[config.mk]
export PLATFORM = sky130hd
export DESIGN_NAME = child_resp_collector
export DESIGN_NICKNAME = d
export VERILOG_FILES = /design/src/rtl/child_resp_collector.sv
export SDC_FILE = /design/constraint.sdc
export NUM_CORES = 1
export LEC_CHECK = 0
export CAP_MARGIN = 0
export CORE_MARGIN = 4
export CORE_UTILIZATION = 25
export CTS_CLUSTER_DIAMETER = 50
export DETAILED_ROUTE_END_ITERATION = 8
export GPL_ROUTABILITY_DRIVEN = 0
export HOLD_SLACK_MARGIN = 0.03
export PLACE_DENSITY = 0.57
export SLEW_MARGIN = 10
export SYNTH_ARGS = -nofsm -noshare
export SYNTH_HDL_FRONTEND = slang
export SYNTH_SLANG_ARGS = --single-unit
[constraint.sdc]
create_clock -name clk -period 5.15 [get_ports clk]
set_clock_uncertainty 0.15 [all_clocks]
set_input_delay 1.03 -clock clk [delete_from_list [all_inputs] [get_ports clk]]
set_output_delay 1.03 -clock clk [all_outputs]
set_load 0.02 [all_outputs]
[src/rtl/child_resp_collector.sv]
// Fan-in collector: round-robin arbitration of child response words into one
// registered, child-tagged output stage, with per-sweep completion tracking.
module child_resp_collector #(
    parameter  int NUM_CHILD = 5,
    parameter  int DATA_W    = 8,
    parameter  int CNT_W     = 16,
    localparam int CID_W     = $clog2(NUM_CHILD)
) (
    input  logic                        clk,
    input  logic                        rst,
    input  logic [NUM_CHILD-1:0]        child_valid,
    input  logic [NUM_CHILD*DATA_W-1:0] child_data,
    output logic [NUM_CHILD-1:0]        child_ready,
    output logic                        out_valid,
    output logic [DATA_W-1:0]           out_data,
    output logic [CID_W-1:0]            out_cid,
    input  logic                        out_ready,
    output logic                        sweep_done,
    output logic [CNT_W-1:0]            sweep_cnt
);

    localparam int IDX_W = CID_W + 1;

    logic                 out_valid_q, out_valid_d;
    logic [DATA_W-1:0]    out_data_q, out_data_d;
    logic [CID_W-1:0]     out_cid_q, out_cid_d;
    logic [CID_W-1:0]     rr_ptr_q, rr_ptr_d;
    logic [NUM_CHILD-1:0] seen_mask_q, seen_mask_d;
    logic                 sweep_done_q, sweep_done_d;
    logic [CNT_W-1:0]     sweep_cnt_q, sweep_cnt_d;

    logic [DATA_W-1:0]    child_word [NUM_CHILD];
    logic [IDX_W-1:0]     cand_sum   [NUM_CHILD];
    logic [CID_W-1:0]     cand_idx   [NUM_CHILD];
    logic [NUM_CHILD-1:0] cand_valid;
    logic [NUM_CHILD-1:0] grant_onehot;
    logic [NUM_CHILD-1:0] seen_set;
    logic                 grant_found;
    logic [CID_W-1:0]     grant_idx;
    logic                 load;
    logic                 accept;
    logic                 sweep_complete;

    // Candidate gi is the child gi positions after rr_ptr, wrapped into range.
    for (genvar gi = 0; gi < NUM_CHILD; gi++) begin : g_cand
        assign child_word[gi] = child_data[gi*DATA_W +: DATA_W];
        assign cand_sum[gi]   = {1'b0, rr_ptr_q} + IDX_W'(gi);
        always_comb begin
            cand_idx[gi] = cand_sum[gi][CID_W-1:0];
            if (cand_sum[gi] >= IDX_W'(NUM_CHILD)) begin
                cand_idx[gi] = cand_sum[gi][CID_W-1:0] - CID_W'(NUM_CHILD);
            end
        end
        assign cand_valid[gi] = child_valid[cand_idx[gi]];
    end

    // Scan from the farthest candidate down so the nearest valid one wins.
    always_comb begin
        grant_found = 1'b0;
        grant_idx   = '0;
        for (int k = NUM_CHILD - 1; k >= 0; k--) begin
            if (cand_valid[k]) begin
                grant_found = 1'b1;
                grant_idx   = cand_idx[k];
            end
        end
    end

    assign load   = ~out_valid_q | out_ready;
    assign accept = grant_found & load & ~rst;

    for (genvar gi = 0; gi < NUM_CHILD; gi++) begin : g_onehot
        assign grant_onehot[gi] = grant_found && (grant_idx == CID_W'(gi));
    end

    assign child_ready    = grant_onehot & {NUM_CHILD{load & ~rst}};
    assign seen_set       = seen_mask_q | grant_onehot;
    assign sweep_complete = accept & (&seen_set);

    always_comb begin
        out_valid_d  = out_valid_q;
        out_data_d   = out_data_q;
        out_cid_d    = out_cid_q;
        rr_ptr_d     = rr_ptr_q;
        seen_mask_d  = seen_mask_q;
        sweep_done_d = 1'b0;
        sweep_cnt_d  = sweep_cnt_q;
        if (load) begin
            out_valid_d = accept;
            if (accept) begin
                out_data_d = child_word[grant_idx];
                out_cid_d  = grant_idx;
                rr_ptr_d   = (grant_idx == CID_W'(NUM_CHILD - 1)) ? '0 : grant_idx + 1'b1;
                if (sweep_complete) begin
                    seen_mask_d  = '0;
                    sweep_done_d = 1'b1;
                    sweep_cnt_d  = sweep_cnt_q + 1'b1;
                end else begin
                    seen_mask_d  = seen_set;
                end
            end
        end
    end

    always_ff @(posedge clk) begin
        if (rst) begin
            out_valid_q  <= 1'b0;
            out_data_q   <= '0;
            out_cid_q    <= '0;
            rr_ptr_q     <= '0;
            seen_mask_q  <= '0;
            sweep_done_q <= 1'b0;
            sweep_cnt_q  <= '0;
        end else begin
            out_valid_q  <= out_valid_d;
            out_data_q   <= out_data_d;
            out_cid_q    <= out_cid_d;
            rr_ptr_q     <= rr_ptr_d;
            seen_mask_q  <= seen_mask_d;
            sweep_done_q <= sweep_done_d;
            sweep_cnt_q  <= sweep_cnt_d;
        end
    end

    assign out_valid  = out_valid_q;
    assign out_data   = out_data_q;
    assign out_cid    = out_cid_q;
    assign sweep_done = sweep_done_q;
    assign sweep_cnt  = sweep_cnt_q;

endmodule
# After elaboration in Yosys (flattened, before gate mapping)
# Cells that the tools add are included.
# W data, S select, Z words.
[op_classes]
add_sub_neg = 11
multipliers = 0
n_div = 0
magnitude_cmp = 11
n_eq_ne = 4
shift = 0
n_mux = 31
n_bitwise = 12
n_reduce_logical = 10
[op_table]
columns = ["cell", "count"]
rows = [
  ["$mux W3", 11],
  ["$bmux W8 S3", 1],
  ["$lt A3 B4 Y1 const B", 5],
  ["$add A16 B1 Y16 const B", 1],
  ["$ge A4 B3 Y1 const B", 4],
  ["$mux W8", 2],
  ["$bmux W1 S3", 5],
  ["$sub A3 B3 Y3 const B", 5],
  ["$mux W1", 11],
  ["$add A3 B2 Y4 const B", 2],
  ["$eq A3 B2 Y1 const B", 2],
  ["$and A5 B5 Y5", 1],
  ["$logic_and A1 B1 Y1", 5],
  ["$mux W5", 1],
  ["$or A5 B5 Y5", 1],
  ["$reduce_and A5 Y1", 1],
  ["$add A3 B1 Y4 const B", 1],
  ["$add A3 B3 Y4 const B", 1],
  ["$and A1 B1 Y1", 4],
  ["$ge A4 B4 Y1 const B", 1],
  ["$not A1 Y1", 4],
  ["$not A3 Y4", 1],
  ["$add A3 B1 Y3 const B", 1],
  ["$eq A3 B1 Y1 const B", 1],
  ["other kinds (7)", 7],
]
[totals]
register_bits = 37
latch_bits = 0
ram_bits = 0
romBits = 0
elab_cells = 86
memories = 0

# Depth between registers and ports, before layout
# Gate-level depths: netlist of the first run.
[depth]
word_depth = 16
depth_mapped = 22
mapped_depth_nobuf = 19

# Worst setup path before layout of the first run
# Ideal clock, no wire load.
[synth_path]
path_type = "input to register"
from = "input port child_valid[3]"
to = "register sweep_cnt_q[12] (netlist: sweep_cnt[12])"
arrival_time_ps = 4420
setup_slack_ps = 457
cell_stages = 17
cell_sequence = "clkbuf_1 > mux4_2 > mux2i_1 > o32ai_2 > nor2b_2 > and3_1 > o211ai_1 > and2_1 > clkbuf_1 > nor2_1 > ha_1 > nor2_1 > a211o_1 > or2_1 > buf_6 > a2111oi_2 > mux2_1"
[synth_between]
elab_chain_cells = 13
word_cells_on_any_way = 36
classes_between = "eq/ne: 4; mux: 20; bitwise: 4; reduce/logical: 8"
[synth_rtl]
columns = ["item", "line_no", "text"]
rows = [
  ["from (decl)", "11", "input logic [NUM_CHILD-1:0] child_valid,"],
  ["$bmux W1 S3", "54", "assign cand_valid[gi] = child_valid[cand_idx[gi]];"],
  ["$mux W1 (implied by the code)", "54", ""],
  ["$mux W3 (5 in a row)", "62", "if (cand_valid[k]) begin"],
  ["$eq A3 B1 Y1, or another cell as far along", "73", "assign grant_onehot[gi] = grant_found && (grant_idx == CID_W'(gi));"],
  ["$logic_and A1 B1 Y1", "73", ""],
  ["$or A5 B5 Y5", "77", "assign seen_set = seen_mask_q | grant_onehot;"],
  ["$reduce_and A5 Y1", "78", "assign sweep_complete = accept & (&seen_set);"],
  ["$and A1 B1 Y1", "78", ""],
  ["$reduce_and A3 Y1 (no line) (*)", "n/a", ""],
  ["to (signal assigned)", "121", "sweep_cnt_q <= sweep_cnt_d;"],
  ["to (decl)", "30", "logic [CNT_W-1:0] sweep_cnt_q, sweep_cnt_d;"],
]
# Every way passes the cells marked *; elsewhere a longest branch is shown, timed or not. The select of a mux whose other input is x is not followed.
# A chain may end at the register's enable or synchronous reset.

# Worst setup path after layout of the first run
[layout_path]
from = "input port child_valid[0]"
to = "output port child_ready[0]"
[layout_between]
elab_chain_cells = 10
word_cells_on_any_way = 23
classes_between = "mux: 20; bitwise: 1; reduce/logical: 2"
[layout_rtl]
columns = ["item", "line_no", "text"]
rows = [
  ["$bmux W1 S3", "54", ""],
  ["$mux W1 (implied by the code)", "54", ""],
  ["$mux W3 (5 in a row)", "62", ""],
  ["$logic_not A3 Y1", "73", ""],
  ["$logic_and A1 B1 Y1 (*)", "73", ""],
  ["$and A5 B5 Y5 (*)", "76", "assign child_ready = grant_onehot & {NUM_CHILD{load & ~rst}};"],
  ["to (decl)", "13", "output logic [NUM_CHILD-1:0] child_ready,"],
]
# Marks and branches as above.

==> impl_metrics.toml, run 1 <==
[critical_path]
cp-start-kind = "input port"
r2r_setup_slack_ns = 0.45
critPathArrivalTime_ns = 3.75
end_kind = "output pin"
critical_path_required_ns = 3.97
crit_type = "in -> out"
cp_max_fo = 7

[placement]
dp_cells = 661
port_buffers = 81
dp_hpwl_um = 7804

[timing]
whs_ns = 0.2867
period_needed_ns = 4.927
rsz0062_at_grt = "no"
worst_slew_pin_slew_ns = 0.5970
setup_viol = 0
slew_headroom = 0.6005
finalHoldViolCount = 0
slew_violations = 0
fin_crit_sh = 0.9566
setup_tns_ns = 0
fmax_ghz = 0.2030

[clock_network]
cts_tree = "done"
cts_made_buffers = 5
insertion_delay_ns = 0.28
clk_pin_slew_ns = 0.06
cts_max_level = 2
cts_hold_repair.buffers = 0
cts_num_sinks = 37
clockRootBuffer = "clkbuf_16"
cts_buffer_depth = 2

[power_and_ir_drop]
sequentialPowerShare = 0.127
clkPwrFrac = 0.090
p_int_uw = 1748
total_power_uw = 3219
leakagePower_uw = 0.001840
power_per_cell_area_nw_per_um2 = 692.1
comb_power_share = 0.783
switching_share = 0.4569
ir_worst_vdd_mv = 0.3296
p_switching_uw = 1471

[synth]
synth_common_cells = "nor2_1, nand2_1, dfxtp_1, mux2_2, nor2b_1"
yosysMostFrequentCell = "nor2_1"
synth_edf_count = 0
synth_top_cell_by_area = "dfxtp_1"
synthTopCellsByArea = "dfxtp_1, mux2_2, nor2_1, nand2_1, ha_1"
synth_top_area_share = 0.2279
seq_area_frac_synth = 0.2279
ys_warn_count = 0
netlist-cell-type-count = 73
synth_nets = 443
syn_inst = 384
syn_area_per_cell_um2 = 8.465
synth_area_um2 = 3251
ys.flop_type = "dfxtp_1"
synth-seq-cells = 37
async_flop_share = 0

[drt]
drc = 0
vias_per_cell = 5.073
final_antenna_net_count = 0
wire_per_inst_um = 14.61
initialDrtViolationCount = 201
dr.pass1.iters = 5
via_count = 3389
routed_wl_um = 9760

[die]
fp.dieW_um = 122.0
io_pins = 82
die_y_um = 122.0
start_util = 0.2565
dieArea_um2 = 14890
core_region_area_um2 = 12670
num_rows = 41

[grt]
grt-ovfl-total = 0
grt_use_total = 0.1308
antenna_found_initial = 0
grt_pass1_wl_um = 16100
grt_max_degree = 38
grt_pass1_vias = 3436

[finish]
final_nets = 555
final_cells = 668
multi_input_area_um2 = 2357
fillers = 1317
syn2layout_area_growth_pct = 43.07
antenna_cells = 0
regArea_um2 = 742.0
drive_gt1_frac = 0.2157

[hold_path]
hold_path_class = "reg -> reg"

[job]
maxCapViolations = 0

[run_status]
outcome = "finished clean"
power groups by stage:
stage,clock (uW),sequential [uW],combinational [uW]
after global placement,0,411,2470
after floorplan,0,443,1630
after global routing,311,417,2760
final,291,408,2520
after detailed placement,0,413,2490
after CTS,299,410,2510
routing by layer:
metal | up-vias | part of all wire | global-route usage
met4 | 0 | 0.014 | 0.03922
met5 | - | 0 | 0
met1 | 1597 | 0.42 | 0.1534
met3 | 11 | 0.079 | 0.03668
li1 | 1653 | - | -
met2 | 128 | 0.48 | 0.2314
layout by cell type, fill, tap and decap left out, types with 10 or more instances in the layout:
cell             count
ha_1                10
nor2_1              42
clkdlybuf4s50_1     72
dfxtp_1             36
nor2b_1             20
a21oi_1             12
mux2i_1             10
mux2_2              21
inv_1               11
buf_4               47
nand2_1             40
cell families (layout without fill, tap and decap cells):
group,Yosys count,count (layout),synth area share
AOI/OAI and AO/OA,90,90,0.2321
xor gates and xnor gates,4,4,0.01078
adders and majority gates,11,11,0.04465
buffers and inverters,36,148,0.05620
DFF,37,37,0.2279
muxes,45,45,0.1694
and+or+nand+nor,161,161,0.2590
layout make-up:
class / count / area share
clock inverters: 1 / 0.001883
flip-flops and latches: 37 / 0.1595
inverters: 13 / 0.01049
multi-input cells: 311 / 0.5069
well taps: 172 / 0.04627
clock buffers: 6 / 0.02771
repair buffers: 128 / 0.2472
registers in the layout, summed over array words and instances (netlist names):
name         count
out_cid          3
seen_mask_q      5
rr_ptr_q         3
out_data         8
out_valid        1
sweep_cnt       16
sweep_done       1
metrics by stage:
| stage | util | instance area, um^2 | worst slack (ns) |
|---|---|---|---|
| 2_1_floorplan | - | 3251 | 0.4571 |
| 3_3_place_gp | 0.3548 | 4496 | -0.2730 |
| 3_5_place_dp | 0.3548 | 4496 | -0.3243 |
| 4_1_cts | 0.3668 | 4648 | 0.01198 |
| 5_1_grt | 0.3670 | 4651 | 0.02321 |
| 6_report | 0.3670 | 4651 | 0.2234 |
repair_timing:
item | CTS | global route
pin swaps | 0 | 1
buffers inserted | 0 | 0
gates resized for setup | 12 | 7
cloned | 0 | 0
setup endpoints to repair | 5 | 4
worst paths after layout:
kind / startpoint / to / cells past startpoint
setup / recovery: child_valid[0] / child_ready[0] / 10
hold / removal: out_data[0]$_SDFFE_PP0P_ / out_data[0]$_SDFFE_PP0P_ / 2
setup reg to reg: rr_ptr_q[0]$_SDFFE_PP0P_ / sweep_cnt[5]$_SDFFE_PP0P_ / 16
hold reg to reg: out_data[0]$_SDFFE_PP0P_ / out_data[0]$_SDFFE_PP0P_ / 2
critical path: stages:
cell and delay, ns:
dlygate4sd2_1 0.31, mux4_2 0.51, nand4b_1 0.13, nand3_2 0.16, buf_4 0.17, or4b_1 0.56, o21a_1 0.22, and2_1 0.14
and3_1 0.19, clkdlybuf4s15_1 0.32
Power figures use the tool's default switching activity.
==> run 2, diff against run 1 <==
--- a/config.mk
+++ b/config.mk
@@ -7,12 +7,12 @@
 export LEC_CHECK = 0
 export CAP_MARGIN = 0
 export CORE_MARGIN = 4
-export CORE_UTILIZATION = 25
+export CORE_UTILIZATION = 50
 export CTS_CLUSTER_DIAMETER = 50
 export DETAILED_ROUTE_END_ITERATION = 8
 export GPL_ROUTABILITY_DRIVEN = 0
 export HOLD_SLACK_MARGIN = 0.03
-export PLACE_DENSITY = 0.57
+export PLACE_DENSITY = 0.92
 export SLEW_MARGIN = 10
 export SYNTH_ARGS = -nofsm -noshare
 export SYNTH_HDL_FRONTEND = slang
==> run 2 against run 1 <==
Register-to-register slack lost 0.07 ns. Global-route usage grew 12 points. Die area shrank 47%. Sequential share of layout area grew 0.77 points. First-iteration DRC count grew 45%. Cell area shrank 4.4%. Sequential cell count is the same. Setup slack lost 0.074 ns. Non-clock buffer count shrank 10. Via count grew 1.7%.
==> impl_metrics.toml, run 2 (synthesis gave the netlist of run 1 again) <==
[hold_path]
min_path_cells = 2
min_from = "out_data[2]$_SDFFE_PP0P_"
hold_path_end = "out_data[2]$_SDFFE_PP0P_"
hold_path_class = "reg -> reg"

[critical_path]
r2r_setup_slack_ns = 0.38
critPathArrivalTime_ns = 3.82
critical_path_required_ns = 3.97
cp_max_fo = 8
end_kind = "output pin"
regToRegStartpoint = "rr_ptr_q[1]$_SDFFE_PP0P_"
crit_type = "in -> out"
rr_worst_depth = 19
cp-start-kind = "input port"
r2r_end = "sweep_cnt[15]$_SDFFE_PP0P_"

[timing]
whs_ns = 0.2936
slew_violations = 0
worst_slew_pin_slew_ns = 0.6559
setup_viol = 0
finalHoldViolCount = 0
fmax_ghz = 0.2000
setup_tns_ns = 0
rsz0062_at_grt = "no"
fin_crit_sh = 0.9710
period_needed_ns = 5.001
slew_headroom = 0.5611

[grt]
grt-ovfl-total = 0
grt_max_degree = 38
grt_pass1_wl_um = 15810
grt_use_total = 0.2512
grt_pass1_vias = 3468
antenna_found_initial = 0

[power_and_ir_drop]
ir_worst_vdd_mv = 0.5562
power_per_cell_area_nw_per_um2 = 706.9
total_power_uw = 3141
leakagePower_uw = 0.001804

[clock_network]
cts_buffer_depth = 2
post_cts_buffers = 0
clockRootBuffer = "clkbuf_8"
cts_max_level = 2
cts_made_buffers = 5
insertion_delay_ns = 0.29
cts_num_sinks = 37
clk_pin_slew_ns = 0.07
cts_tree = "done"

[drt]
final_antenna_net_count = 0
via_count = 3447
dr.pass1.iters = 5
wl_met3_um = 708
top_layer_used = "met4"
drc = 0
wire_per_inst_um = 17.41
routed-wl-met2_um = 5054
met1_length_um = 3801
vias_per_cell = 6.112
routed_wl_um = 9821
initialDrtViolationCount = 292

[placement]
port_buffers = 81
dp_hpwl_um = 7300
dp_cells = 556

[die]
core_region_area_um2 = 6314
fp.dieW_um = 88.63
die_y_um = 88.63
start_util = 0.5149
io_pins = 82
dieArea_um2 = 7855
num_rows = 29

[run_status]
outcome = "finished clean"

[job]
maxCapViolations = 0

[finish]
largest_reg_flops = 16
fin_util = 0.7039
final_nets = 545
layout_commonest_cell = "clkdlybuf4s50_1"
syn2layout_area_growth_pct = 36.72
final_cells = 564
layout_common_cells = "clkdlybuf4s50_1, nor2_1, nand2_1, buf_4, dfxtp_1"
antenna_cells = 0
drive_gt1_frac = 0.2115
run 2: changes by cell type in the layout (fill, tap and decap cells not counted), moves of 2 or more:
cell,previous run,this run
buf_4,47,36
dlygate4sd2_1,5,3
clkbuf_8,0,5
clkinv_2,0,2
clkbuf_16,5,0
dlymetal6s2s_1,1,3
ha_2,0,4
ha_1,10,6
run 2: metal layers:
metal / GRT usage / up-vias
met3: 0.05214 / 32
met5: 0 / -
met2: 0.4453 / 162
met4: 0.1044 / 0
li1: - / 1621
met1: 0.2917 / 1632
run 2: repair_timing:
item	CTS	global route
gates resized for setup	17	9
hold buffers	0	0
setup endpoints to repair	5	6
run 2: critical path, cell delays in order:
cell and delay (ns):
dlygate4sd2_1 0.33, mux4_2 0.53, mux2i_2 0.27, o32ai_4 0.17, nor2b_2 0.15, buf_4 0.12
nand2_1 0.05, a31oi_1 0.17, a21oi_2 0.10, nor4_1 0.39, buf_4 0.19, dlygate4sd2_1 0.32
run 2: layout make-up:
cell class                 count  area (um^2)
clock buffer                   6        72.57
clock inverter                 2        10.01
fill                         495         1869
inverter                      13        48.80
multi-input combinational    311         2382
sequential                    37        743.2
tap                           77        96.34
timing repair buffer         118         1091
run 2: worst max-delay path by stage:
| stage | start | end | slack, ns | depth (start not counted) |
|---|---|---|---|---|
| floorplan | child_valid[3] | sweep_cnt[12]$_SDFFE_PP0P_ | 0.46 | 17 |
| global placement | child_valid[2] | child_ready[3] | -0.22 | 11 |
| detailed placement | child_valid[2] | child_ready[3] | -0.33 | 11 |
| CTS | child_valid[3] | child_ready[1] | 0.03 | 12 |
| global route | child_valid[0] | child_ready[3] | 0.01 | 12 |
| finish | child_valid[1] | child_ready[2] | 0.15 | 12 |
run 2: stage by stage:
step / area (um^2) / worst slack, ns
after floorplan: 3251 / 0.4571
after global placement: 4302 / -0.2189
after detailed placement: 4302 / -0.3304
after CTS: 4433 / 0.02945
after global routing: 4444 / 0.01475
final: 4444 / 0.1493
run 2: power by group:
part           internal (uW)  switching [uW]  total (uW)
Sequential               356            53.2         410
Clock                   93.8             103         197
Combinational           1220            1320        2540
==> run 3, diff against run 2 <==
--- a/config.mk
+++ b/config.mk
@@ -9,11 +9,11 @@
 export CORE_MARGIN = 4
 export CORE_UTILIZATION = 50
 export CTS_CLUSTER_DIAMETER = 50
+export CTS_CLUSTER_SIZE = 8
 export DETAILED_ROUTE_END_ITERATION = 8
 export GPL_ROUTABILITY_DRIVEN = 0
 export HOLD_SLACK_MARGIN = 0.03
 export PLACE_DENSITY = 0.92
-export SLEW_MARGIN = 10
 export SYNTH_ARGS = -nofsm -noshare
 export SYNTH_HDL_FRONTEND = slang
 export SYNTH_SLANG_ARGS = --single-unit
==> results of run 3 <==
The final DEF is identical to that of run 2; final timing and power are the same.
